`config.mk`:
```
export PLATFORM = sky130hd
export DESIGN_NAME = rib_rr
export DESIGN_NICKNAME = d
export VERILOG_FILES = /design/src/rtl/rib_pkg.sv /design/src/rtl/rib_rr_arbiter.sv /design/src/rtl/rib_rr.sv
export SDC_FILE = /design/constraint.sdc
export NUM_CORES = 1
export LEC_CHECK = 0
export CORE_AREA = 2 2 265 267
export CTS_CLUSTER_DIAMETER = 150
export DETAILED_ROUTE_END_ITERATION = 7
export DIE_AREA = 0 0 267 269
export HOLD_SLACK_MARGIN = 0.12
export PLACE_DENSITY = 0.36
export SYNTH_ARGS = -nofsm -noshare
export SYNTH_HDL_FRONTEND = slang
export SYNTH_HIERARCHICAL = 1
export SYNTH_SLANG_ARGS = --single-unit
```
`constraint.sdc`:
```
create_clock -name clk -period 4.4 [get_ports clk]
set_clock_uncertainty 0.1 [all_clocks]
set_input_delay 0.88 -clock clk [delete_from_list [all_inputs] [get_ports clk]]
set_output_delay 0.88 -clock clk [all_outputs]
set_load 0.03 [all_outputs]
```
`src/rtl/rib_pkg.sv`:
```
// rib_pkg: shared definitions for the rib_rr system bus.
//   state_t   - transaction FSM states (IDLE/BUSY/RESP)
//   REGION_W  - number of top address bits that select a slave region
//   SIZE_*    - access size encodings carried on m_size_i / s_size_o
//   idx_w()   - index width for a vector of n entries (minimum 1 bit)
package rib_pkg;

    typedef enum logic [1:0] {
        IDLE = 2'd0,
        BUSY = 2'd1,
        RESP = 2'd2
    } state_t;

    localparam int unsigned REGION_W = 4;

    localparam logic [2:0] SIZE_B = 3'b000;
    localparam logic [2:0] SIZE_H = 3'b001;
    localparam logic [2:0] SIZE_W = 3'b010;

    function automatic int unsigned idx_w(input int unsigned n);
        return (n > 1) ? $clog2(n) : 1;
    endfunction

endpackage

```
`src/rtl/rib_rr_arbiter.sv`:
```
// rib_rr_arbiter: combinational rotate-priority encoder.
// Picks the first set bit of req at or after ptr, scanning upward and wrapping.
//   req    in  N          request vector
//   ptr    in  idx_w(N)   round-robin start position
//   winner out idx_w(N)   granted index (meaningful only when valid)
//   valid  out 1          at least one request present
module rib_rr_arbiter
    import rib_pkg::*;
#(
    parameter int unsigned N = 4
) (
    input  logic [N-1:0]          req,
    input  logic [idx_w(N)-1:0]   ptr,
    output logic [idx_w(N)-1:0]   winner,
    output logic                  valid
);

    localparam int unsigned IW = idx_w(N);
    localparam logic [IW:0] NN = (IW+1)'(N);

    logic [2*N-1:0] rot2;
    logic [N-1:0]   rot;
    logic [IW-1:0]  off;
    logic [IW:0]    sum;

    // Rotate so bit 0 is the pointer position, find the first set bit,
    // then add the offset back modulo N.
    always_comb begin
        rot2   = {req, req} >> ptr;
        rot    = rot2[N-1:0];
        valid  = 1'b0;
        off    = '0;
        for (int unsigned i = 0; i < N; i++) begin
            if (!valid && rot[i]) begin
                valid = 1'b1;
                off   = IW'(i);
            end
        end
        sum = {1'b0, ptr} + {1'b0, off};
        if (sum >= NN) begin
            sum = sum - NN;
        end
        winner = sum[IW-1:0];
    end

endmodule

```
`src/rtl/rib_rr.sv`:
```
// rib_rr: N-master / M-slave system bus with registered round-robin arbiter.
// Grant is locked for the whole transaction; slaves complete with s_ack_i.
// Optional macro RIB_TIMEOUT_EN adds a BUSY-state watchdog (TIMEOUT_CYCLES).
// Ports:
//   clk, rst        clock, synchronous active-low reset
//   m_req_i/m_we_i/m_addr_i/m_wdata_i/m_size_i   master request side
//   m_rdata_o/m_ack_o/m_err_o                    master response side
//   s_sel_o/s_addr_o/s_wdata_o/s_we_o/s_re_o/s_size_o  slave strobes
//   s_rdata_i/s_ack_i                            slave response
//   hold_flag_o     some master other than the current owner is waiting
module rib_rr
    import rib_pkg::*;
#(
    parameter int unsigned NUM_MASTERS    = 4,
    parameter int unsigned NUM_SLAVES     = 6,
    parameter int unsigned AW             = 32,
    parameter int unsigned DW             = 32,
    parameter int unsigned TIMEOUT_CYCLES = 255
) (
    input  logic                        clk,
    input  logic                        rst,
    input  logic [NUM_MASTERS-1:0]      m_req_i,
    input  logic [NUM_MASTERS-1:0]      m_we_i,
    input  logic [NUM_MASTERS*AW-1:0]   m_addr_i,
    input  logic [NUM_MASTERS*DW-1:0]   m_wdata_i,
    input  logic [NUM_MASTERS*3-1:0]    m_size_i,
    output logic [NUM_MASTERS*DW-1:0]   m_rdata_o,
    output logic [NUM_MASTERS-1:0]      m_ack_o,
    output logic [NUM_MASTERS-1:0]      m_err_o,
    output logic [NUM_SLAVES-1:0]       s_sel_o,
    output logic [AW-1:0]               s_addr_o,
    output logic [DW-1:0]               s_wdata_o,
    output logic                        s_we_o,
    output logic                        s_re_o,
    output logic [2:0]                  s_size_o,
    input  logic [NUM_SLAVES*DW-1:0]    s_rdata_i,
    input  logic [NUM_SLAVES-1:0]       s_ack_i,
    output logic                        hold_flag_o
);

    localparam int unsigned       IW   = idx_w(NUM_MASTERS);
    localparam logic [REGION_W:0] NS   = (REGION_W+1)'(NUM_SLAVES);
    localparam logic [IW-1:0]     LAST = IW'(NUM_MASTERS-1);

    state_t                 state;
    logic [IW-1:0]          ptr;
    logic [IW-1:0]          owner;
    logic [IW-1:0]          win;
    logic                   win_valid;
    logic [AW-1:0]          win_addr;
    logic [DW-1:0]          win_wdata;
    logic [2:0]             win_size;
    logic                   win_we;
    logic [REGION_W-1:0]    win_region;
    logic                   decode_ok;
    logic [NUM_MASTERS-1:0] win_bit;
    logic [NUM_MASTERS-1:0] owner_bit;
    logic [NUM_MASTERS-1:0] owner_onehot;
    logic [DW-1:0]          slave_rdata;
    logic                   ack_hit;

`ifdef RIB_TIMEOUT_EN
    localparam int unsigned TW_RAW = $clog2(TIMEOUT_CYCLES + 1);
    localparam int unsigned TW = (TW_RAW < 8) ? 8 : ((TW_RAW > 16) ? 16 : TW_RAW);
    localparam logic [TW-1:0] LIMIT = TW'(TIMEOUT_CYCLES - 1);
    logic [TW-1:0] cnt;
`endif

    rib_rr_arbiter #(
        .N (NUM_MASTERS)
    ) u_arb (
        .req    (m_req_i),
        .ptr    (ptr),
        .winner (win),
        .valid  (win_valid)
    );

    always_comb begin
        win_addr  = '0;
        win_wdata = '0;
        win_size  = '0;
        win_we    = 1'b0;
        for (int unsigned i = 0; i < NUM_MASTERS; i++) begin
            if (IW'(i) == win) begin
                win_addr  = m_addr_i[i*AW +: AW];
                win_wdata = m_wdata_i[i*DW +: DW];
                win_size  = m_size_i[i*3 +: 3];
                win_we    = m_we_i[i];
            end
        end
        win_region = win_addr[AW-1 -: REGION_W];
        decode_ok  = ({1'b0, win_region} < NS);
        win_bit    = NUM_MASTERS'(1) << win;
        owner_bit  = NUM_MASTERS'(1) << owner;
    end

    // s_sel_o is the registered one-hot select, so it doubles as the ack mask
    // and the read-data mux select while BUSY.
    always_comb begin
        slave_rdata = '0;
        for (int unsigned k = 0; k < NUM_SLAVES; k++) begin
            if (s_sel_o[k]) begin
                slave_rdata = s_rdata_i[k*DW +: DW];
            end
        end
        ack_hit = |(s_ack_i & s_sel_o);
    end

    assign owner_onehot = (state == IDLE) ? '0 : owner_bit;
    assign hold_flag_o  = |(m_req_i & ~owner_onehot);

    always_ff @(posedge clk) begin
        if (!rst) begin
            state     <= IDLE;
            ptr       <= '0;
            owner     <= '0;
            m_rdata_o <= '0;
            m_ack_o   <= '0;
            m_err_o   <= '0;
            s_sel_o   <= '0;
            s_addr_o  <= '0;
            s_wdata_o <= '0;
            s_we_o    <= 1'b0;
            s_re_o    <= 1'b0;
            s_size_o  <= '0;
`ifdef RIB_TIMEOUT_EN
            cnt       <= '0;
`endif
        end else begin
            m_ack_o <= '0;
            m_err_o <= '0;
            case (state)
                IDLE: begin
                    if (win_valid) begin
                        owner <= win;
                        if (decode_ok) begin
                            state     <= BUSY;
                            s_sel_o   <= NUM_SLAVES'(1) << win_region;
                            s_addr_o  <= {{REGION_W{1'b0}}, win_addr[AW-REGION_W-1:0]};
                            s_wdata_o <= win_wdata;
                            s_size_o  <= win_size;
                            s_we_o    <= win_we;
                            s_re_o    <= ~win_we;
`ifdef RIB_TIMEOUT_EN
                            cnt       <= '0;
`endif
                        end else begin
                            // Unmapped region: answer with an error directly.
                            state     <= RESP;
                            m_ack_o   <= win_bit;
                            m_err_o   <= win_bit;
                            m_rdata_o <= '0;
                        end
                    end
                end
                BUSY: begin
                    if (ack_hit) begin
                        state     <= RESP;
                        s_sel_o   <= '0;
                        s_we_o    <= 1'b0;
                        s_re_o    <= 1'b0;
                        m_ack_o   <= owner_bit;
                        m_rdata_o <= {NUM_MASTERS{slave_rdata}};
                    end
`ifdef RIB_TIMEOUT_EN
                    else if (cnt == LIMIT) begin
                        state     <= RESP;
                        s_sel_o   <= '0;
                        s_we_o    <= 1'b0;
                        s_re_o    <= 1'b0;
                        m_ack_o   <= owner_bit;
                        m_err_o   <= owner_bit;
                        m_rdata_o <= '0;
                    end else begin
                        cnt <= cnt + 1'b1;
                    end
`endif
                end
                RESP: begin
                    ptr   <= (owner == LAST) ? '0 : owner + 1'b1;
                    state <= IDLE;
                end
                default: begin
                    state <= IDLE;
                end
            endcase
        end
    end

endmodule

```
==> results of run 1 <==
==> Yosys cell counts, types with 2 or more instances <==
cell type    n  area [sq um]
o31ai_1     23           173
o21ai_0     68           340
xnor2_1      2          17.5
o41ai_1     11          96.3
mux4_2      68          1530
a21oi_1     56           280
a21o_1       4          30.0
or3_1        2          12.5
and3_1       5          31.3
o21bai_1     2          15.0
buf_6        4          45.0
dfxtp_1    117          2340
o2bb2ai_1   21           184
buf_1        9          33.8
ha_1         5          62.6
buf_2       12          60.1
or2b_1       2          15.0
a22oi_1     16           120
nand2_1     88           330
a221oi_1    23           201
inv_1        5          18.8
nand2b_1    24           150
clkbuf_1    64           240
buf_4      102           766
nor2b_1     24           150
o21ai_1     31           155
mux2i_1      4          40.0
nor3b_1      3          22.5
nand3_1     82           410
nor2_1      26          97.6
nor3_1       4          20.0
a221o_1     11           110
==> path summary, 6_finish.rpt <==
check | endpoint | cells past startpoint
hold reg to reg | s_addr_o[24] | 2
setup reg to reg | s_wdata_o[21] | 12
setup / recovery | s_wdata_o[21] | 14
hold / removal | s_addr_o[24] | 2
==> logic make-up after synthesis <==
logic type	synth area share [%]
other cells	0.0454
fa+ha+maj	0.757
compound gates	21.9
xor+xnor	0.212
mux	19.0
simple gates	15.6
buf+inv	14.1
flops	28.3
==> stage by stage <==
stage | setup slack, ns | utilization [%] | hold slack (ns)
final | 0.347 | 23.2 | 0.355
after global routing | 0.195 | 23.2 | 0.378
after CTS | 0.409 | 23.1 | 0.359
after detailed placement | -0.101 | 22.3 | 0.350
after global placement | -0.0524 | 22.3 | 0.344
after floorplan | 0.848 | - | 0.362
==> layout make-up <==
class	instances	area (sq um)	area share, %
Antenna cell	3	7.51	0.0468
Tap cell	940	1180	7.33
Multi-Input combinational cell	625	4790	29.8
Sequential cell	117	2350	14.6
Inverter	6	22.5	0.140
Timing Repair Buffer	711	7110	44.3
Clock inverter	14	173	1.08
Clock buffer	17	425	2.65
==> power by group through the flow <==
stage | sequential (mW) | clock (mW) | combinational [mW]
floorplan | 2.27 | 0 | 2.58
global placement | 1.70 | 0 | 5.37
detailed placement | 1.71 | 0 | 5.38
CTS | 1.69 | 1.57 | 5.39
global route | 1.74 | 1.60 | 5.64
finish | 1.68 | 1.50 | 5.24
==> registers in the layout, indices dropped and copies added (netlist names) <==
register and count:
s_we_o 1, s_wdata_o 32, ptr 2, s_sel_o 6
m_ack_o 4, s_size_o 3, state 2, s_re_o 1
m_err_o 4, m_rdata_o 32, owner 2, s_addr_o 28
==> worst max-delay path, delay by kind of cell <==
family	cells	cell delay, ns
AOI/OAI and AO/OA	4	0.79
xor gates and xnor gates	2	0.63
adders and majority gates	1	0.20
buffers and inverters	2	0.73
muxes	1	0.44
and+or+nand+nor	4	0.52
==> cells in the final DEF (no fill, tap or decap), types with 4 or more instances in the layout <==
cell type and count:
and3_1 5, nor3_1 4, o2bb2ai_1 21, nor2_1 25
nor2b_1 23, mux4_2 68, buf_4 24, a21oi_1 56
conb_1 4, o31ai_1 23, dfxtp_2 5, o41ai_1 11
nand3_1 82, inv_6 4, clkbuf_16 17, nand2b_1 24
ha_1 4, dfxtp_1 112, mux2i_1 4, a22oi_1 16
clkdlybuf4s50_1 682, a221o_1 11, o21ai_1 31, nand2_1 88
a221oi_1 23, buf_12 5, o21ai_0 68, a21o_1 4
inv_1 5
==> routing by layer <==
metal	vias to the layer above	global-route usage, %	part of all wire [%]
met5	-	0	0.14
met4	12	3.66	1.5
met2	473	24.5	51
met1	4332	14.6	38
li1	4470	-	-
met3	44	4.79	9.0
==> metrics.cfg, run 1 <==
[run_status]
status=finished, final reports clean

[power]
pwr-share-comb_pct=62.3
intPower_mw=4.68
p_clk_share_pct=17.8
cellPowerDensity_mw_per_mm2=524
peakVddDrop_mv=0.374
switching_share_pct=44.4
cellLeakagePower_nw=5.28
p_sw_mw=3.74
p_total_mw=8.42
p_seq_share_pct=19.9

[clock_network]
tritoncts=built
post-cts-setup-buffers=0
cts_buffers=17
post_cts_resized=0
hold_buffers=0
clockBufferDepth=2
path_clk_slew_ns=0.06
clock-sinks=117
htree_levels=4
cts_root_buf=clkbuf_16
insertion_delay_ns=0.46

[cells_and_area]
fin_cells=2433
syn_to_final_growth_pct=94.2
layout.nets=1959
nFillCells=7488
drive_above_1_share_pct=9.60
stdcell_area_sq_mm=0.0160

[grt]
antenna_found_initial=8
track_usage_pct=13.4
grt_pass1_wl_mm=68.3
gr-total-overflow=0
grt_max_degree=87
grt_pass1_vias=9652

[detailed_routing]
vias=9331
viasPerCell=3.84
wl_mm=50.1
drc=0
ant_nets=0
drt_iter0_drc=423
dr.pass1.iters=4
wl_per_cell_microns=20.6

[synthesis]
synth_edf_count=0
yosysUniqueCellTypes=50
syn_inst=936
ys_ff_latch=117
syn_area_per_cell_sq_um=8.83
netlist_area_sq_mm=0.00826
synth-async-reset-ratio_pct=0
yosys_warnings=6
ys.flop_type=dfxtp_1
ys_seq_area_share_pct=28.3

[critical_path]
worst_r2r_startpoint=ptr[0]
critPathLaunch=m_req_i[3]
critPathKind=input port to flop
cp.required_ns=4.63
cp_slowest_cell=clkdlybuf4s50_1
worstSetupStartpointType=input port
cpPeakStageDelay_ns=0.52
rrSetupSlack_ns=0.84
worstSetupEndpointType=flop
worstPathMaxFanout=86
cp.arrival_ns=4.29
crit_path_cell_trace=clkdlybuf4s50_1 -> nor2_1 -> nor4_1 -> a21oi_1 -> o211ai_1 -> ha_4 -> xnor2_1 -> xnor2_2 -> mux4_2 -> a21oi_4 -> nand3_4 -> buf_12 -> nand3_1 -> o21ai_0

[floorplanning]
die_area_sq_mm=0.0718
fp.dieW_microns=267
fp-row-count=97
start_util_pct=11.9
die_h_microns=269
num_io_pins=688
core_sq_mm=0.0693

[place]
hpwl_mm=40.8
gp_congestion=0.779
dpl-instance-area_sq_mm=0.0154
numPortBuffers=683
dp.cells=2399

[sta]
drv_slew=0
slew_headroom_pct=42.0
max_freq_mhz=247
setup_viol=0
worst_pin_slew_ns=0.870
fin_crit_ns=4.05
period_share_pct=92.1
rsz0062_at_grt=no
fin_setup_tns_ns=0
finalHoldViolations=0

[hold_path]
holdCritPathClass=flop to flop
min_from=s_addr_o[24]

[flow_run]
drv_cap=0

Note: power is estimated with default switching activity, not from simulation.
==> run 2: changes to the inputs <==
Settings changed: CAP_MARGIN set to 5, SKIP_LAST_GASP set to 1, SLEW_MARGIN set to 20.
==> results of run 2 <==
No change in the layout: final DEF, timing and power equal those of run 1.
==> run 3: changes to the inputs <==
Settings changed: PLACE_DENSITY 0.36 to not set, PLACE_DENSITY_LB_ADDON set to 0.1.
==> metrics.cfg, run 3 (synthesized netlist as in run 1, its figures left out) <==
[run_status]
status=finished, final reports clean

[critical_path]
worstPathMaxFanout=23
critPathKind=input port to flop
worst_r2r_startpoint=ptr[0]
worstSetupEndpointType=flop
reg2reg_depth=14
rrSetupSlack_ns=1.04
r2r_end=m_rdata_o[125]
cp.required_ns=4.66
worstSetupStartpointType=input port
cp.arrival_ns=4.12

[detailed_routing]
wl_per_cell_microns=21.9
drt_iter0_drc=375
drc=0
viasPerCell=3.84
wl_mm=53.2
vias=9340
dr.pass1.iters=4
ant_nets=0

[cells_and_area]
regArea_sq_mm=0.00235
syn_to_final_growth_pct=94.8
most-common-layout-cells=682 x clkdlybuf4s50_1, 112 x dfxtp_1, 88 x nand2_1
drive_above_1_share_pct=9.60
nFillCells=7559
final_common_cell=clkdlybuf4s50_1
layout.nets=1958
stdcell_area_sq_mm=0.0161
multiInputGateArea_sq_mm=0.00479
largestRegisters=m_rdata_o (32), s_wdata_o (32), s_addr_o (28)

[clock_network]
clock-sinks=117
path_clk_slew_ns=0.06
cts_buffers=17
tritoncts=built
hold_buffers=0
htree_levels=4
clockBufferDepth=2
post-cts-setup-buffers=0
insertion_delay_ns=0.46
cts_root_buf=clkbuf_16
post_cts_resized=0

[sta]
finalHoldViolations=0
drv_slew=0
period_share_pct=87.9
fin_setup_tns_ns=0
setup_viol=0
worst_pin_slew_ns=1.01
max_freq_mhz=259
rsz0062_at_grt=no
fin_crit_ns=3.87
slew_headroom_pct=32.5

[hold_path]
hold_end=s_addr_o[5]
worstHoldPathCells=2
min_from=s_addr_o[5]
holdCritPathClass=flop to flop

[grt]
grt_pass1_vias=9639
gr-total-overflow=0
grt_max_degree=84
antenna_found_initial=13
grt_pass1_wl_mm=72.3
track_usage_pct=14.4

[power]
cellPowerDensity_mw_per_mm2=534
p_sw_mw=3.80
pwr-share-comb_pct=61.7
p_seq_share_pct=19.5
switching_share_pct=44.3
intPower_mw=4.79
cellLeakagePower_nw=5.30
p_clk_share_pct=18.8
peakVddDrop_mv=0.476

[floorplanning]
fp.dieW_microns=267
die_area_sq_mm=0.0718
fp-row-count=97
num_io_pins=688
start_util_pct=11.9
core_sq_mm=0.0693
die_h_microns=269

[place]
hpwl_mm=43.8
dpl-instance-area_sq_mm=0.0154
numPortBuffers=683
gp_congestion=0.763

[flow_run]
drv_cap=0

-- run 3: worst max path at each step --
stage                     from             end  depth (start not counted)
finish              m_req_i[1]  m_rdata_o[125]                         15
global route        m_req_i[1]      s_sel_o[5]                         13
CTS                 m_req_i[1]  m_rdata_o[121]                         15
detailed placement  m_req_i[1]  m_rdata_o[123]                         15
global placement    m_req_i[1]  m_rdata_o[103]                         15
floorplan           m_req_i[2]    s_addr_o[10]                         16
-- run 3: worst max-delay path, cell delays in order --
cell and delay (ns):
clkdlybuf4s50_1 0.61, inv_1 0.09, nor3_1 0.17, a31oi_1 0.06, o211ai_1 0.25, ha_4 0.17
xnor2_1 0.09, xnor2_2 0.33, mux4_2 0.44, a21oi_4 0.21, buf_4 0.18, a21o_4 0.13
buf_4 0.27, nand3_1 0.11, o41ai_1 0.10
-- run 3: power by group through the flow --
stage | clock network, mW | logic [mW] | registers, mW
floorplan | 0 | 2.58 | 2.27
global placement | 0 | 5.48 | 1.70
detailed placement | 0 | 5.48 | 1.71
CTS | 1.70 | 5.49 | 1.69
global route | 1.74 | 5.72 | 1.74
finish | 1.61 | 5.30 | 1.68
-- run 3: layer usage --
layer  GRT usage, %  share of wire, %  up-vias
met3           4.79               7.4       37
li1               -                 -     4476
met5              0              0.20        -
met1           15.9                39     4381
met2           26.6                52      430
met4           3.29              0.93       16
-- run 3: final cells by class --
type / count / share of cell area (%)
repair buffers: 710 / 44.1
flip-flops and latches: 117 / 14.6
multi-input cells: 625 / 29.8
well taps: 940 / 7.31
clock inverters: 15 / 1.41
inverters: 6 / 0.140
clock buffers: 17 / 2.64
diodes: 2 / 0.0311
-- run 3: per-stage QoR --
| step | util, % | setup WS, ns | hold slack [ns] | total power [mW] | instances |
|---|---|---|---|---|---|
| after global placement | 22.3 | 0.0422 | 0.343 | 7.18 | 2398 |
| after CTS | 23.2 | 0.550 | 0.360 | 8.89 | 2430 |
| after detailed placement | 22.3 | 0.0364 | 0.351 | 7.19 | 2398 |
| final | 23.2 | 0.532 | 0.356 | 8.59 | 2432 |
| after global routing | 23.2 | 0.265 | 0.371 | 9.20 | 2431 |
| after floorplan | - | 0.848 | 0.362 | 4.85 | 939 |
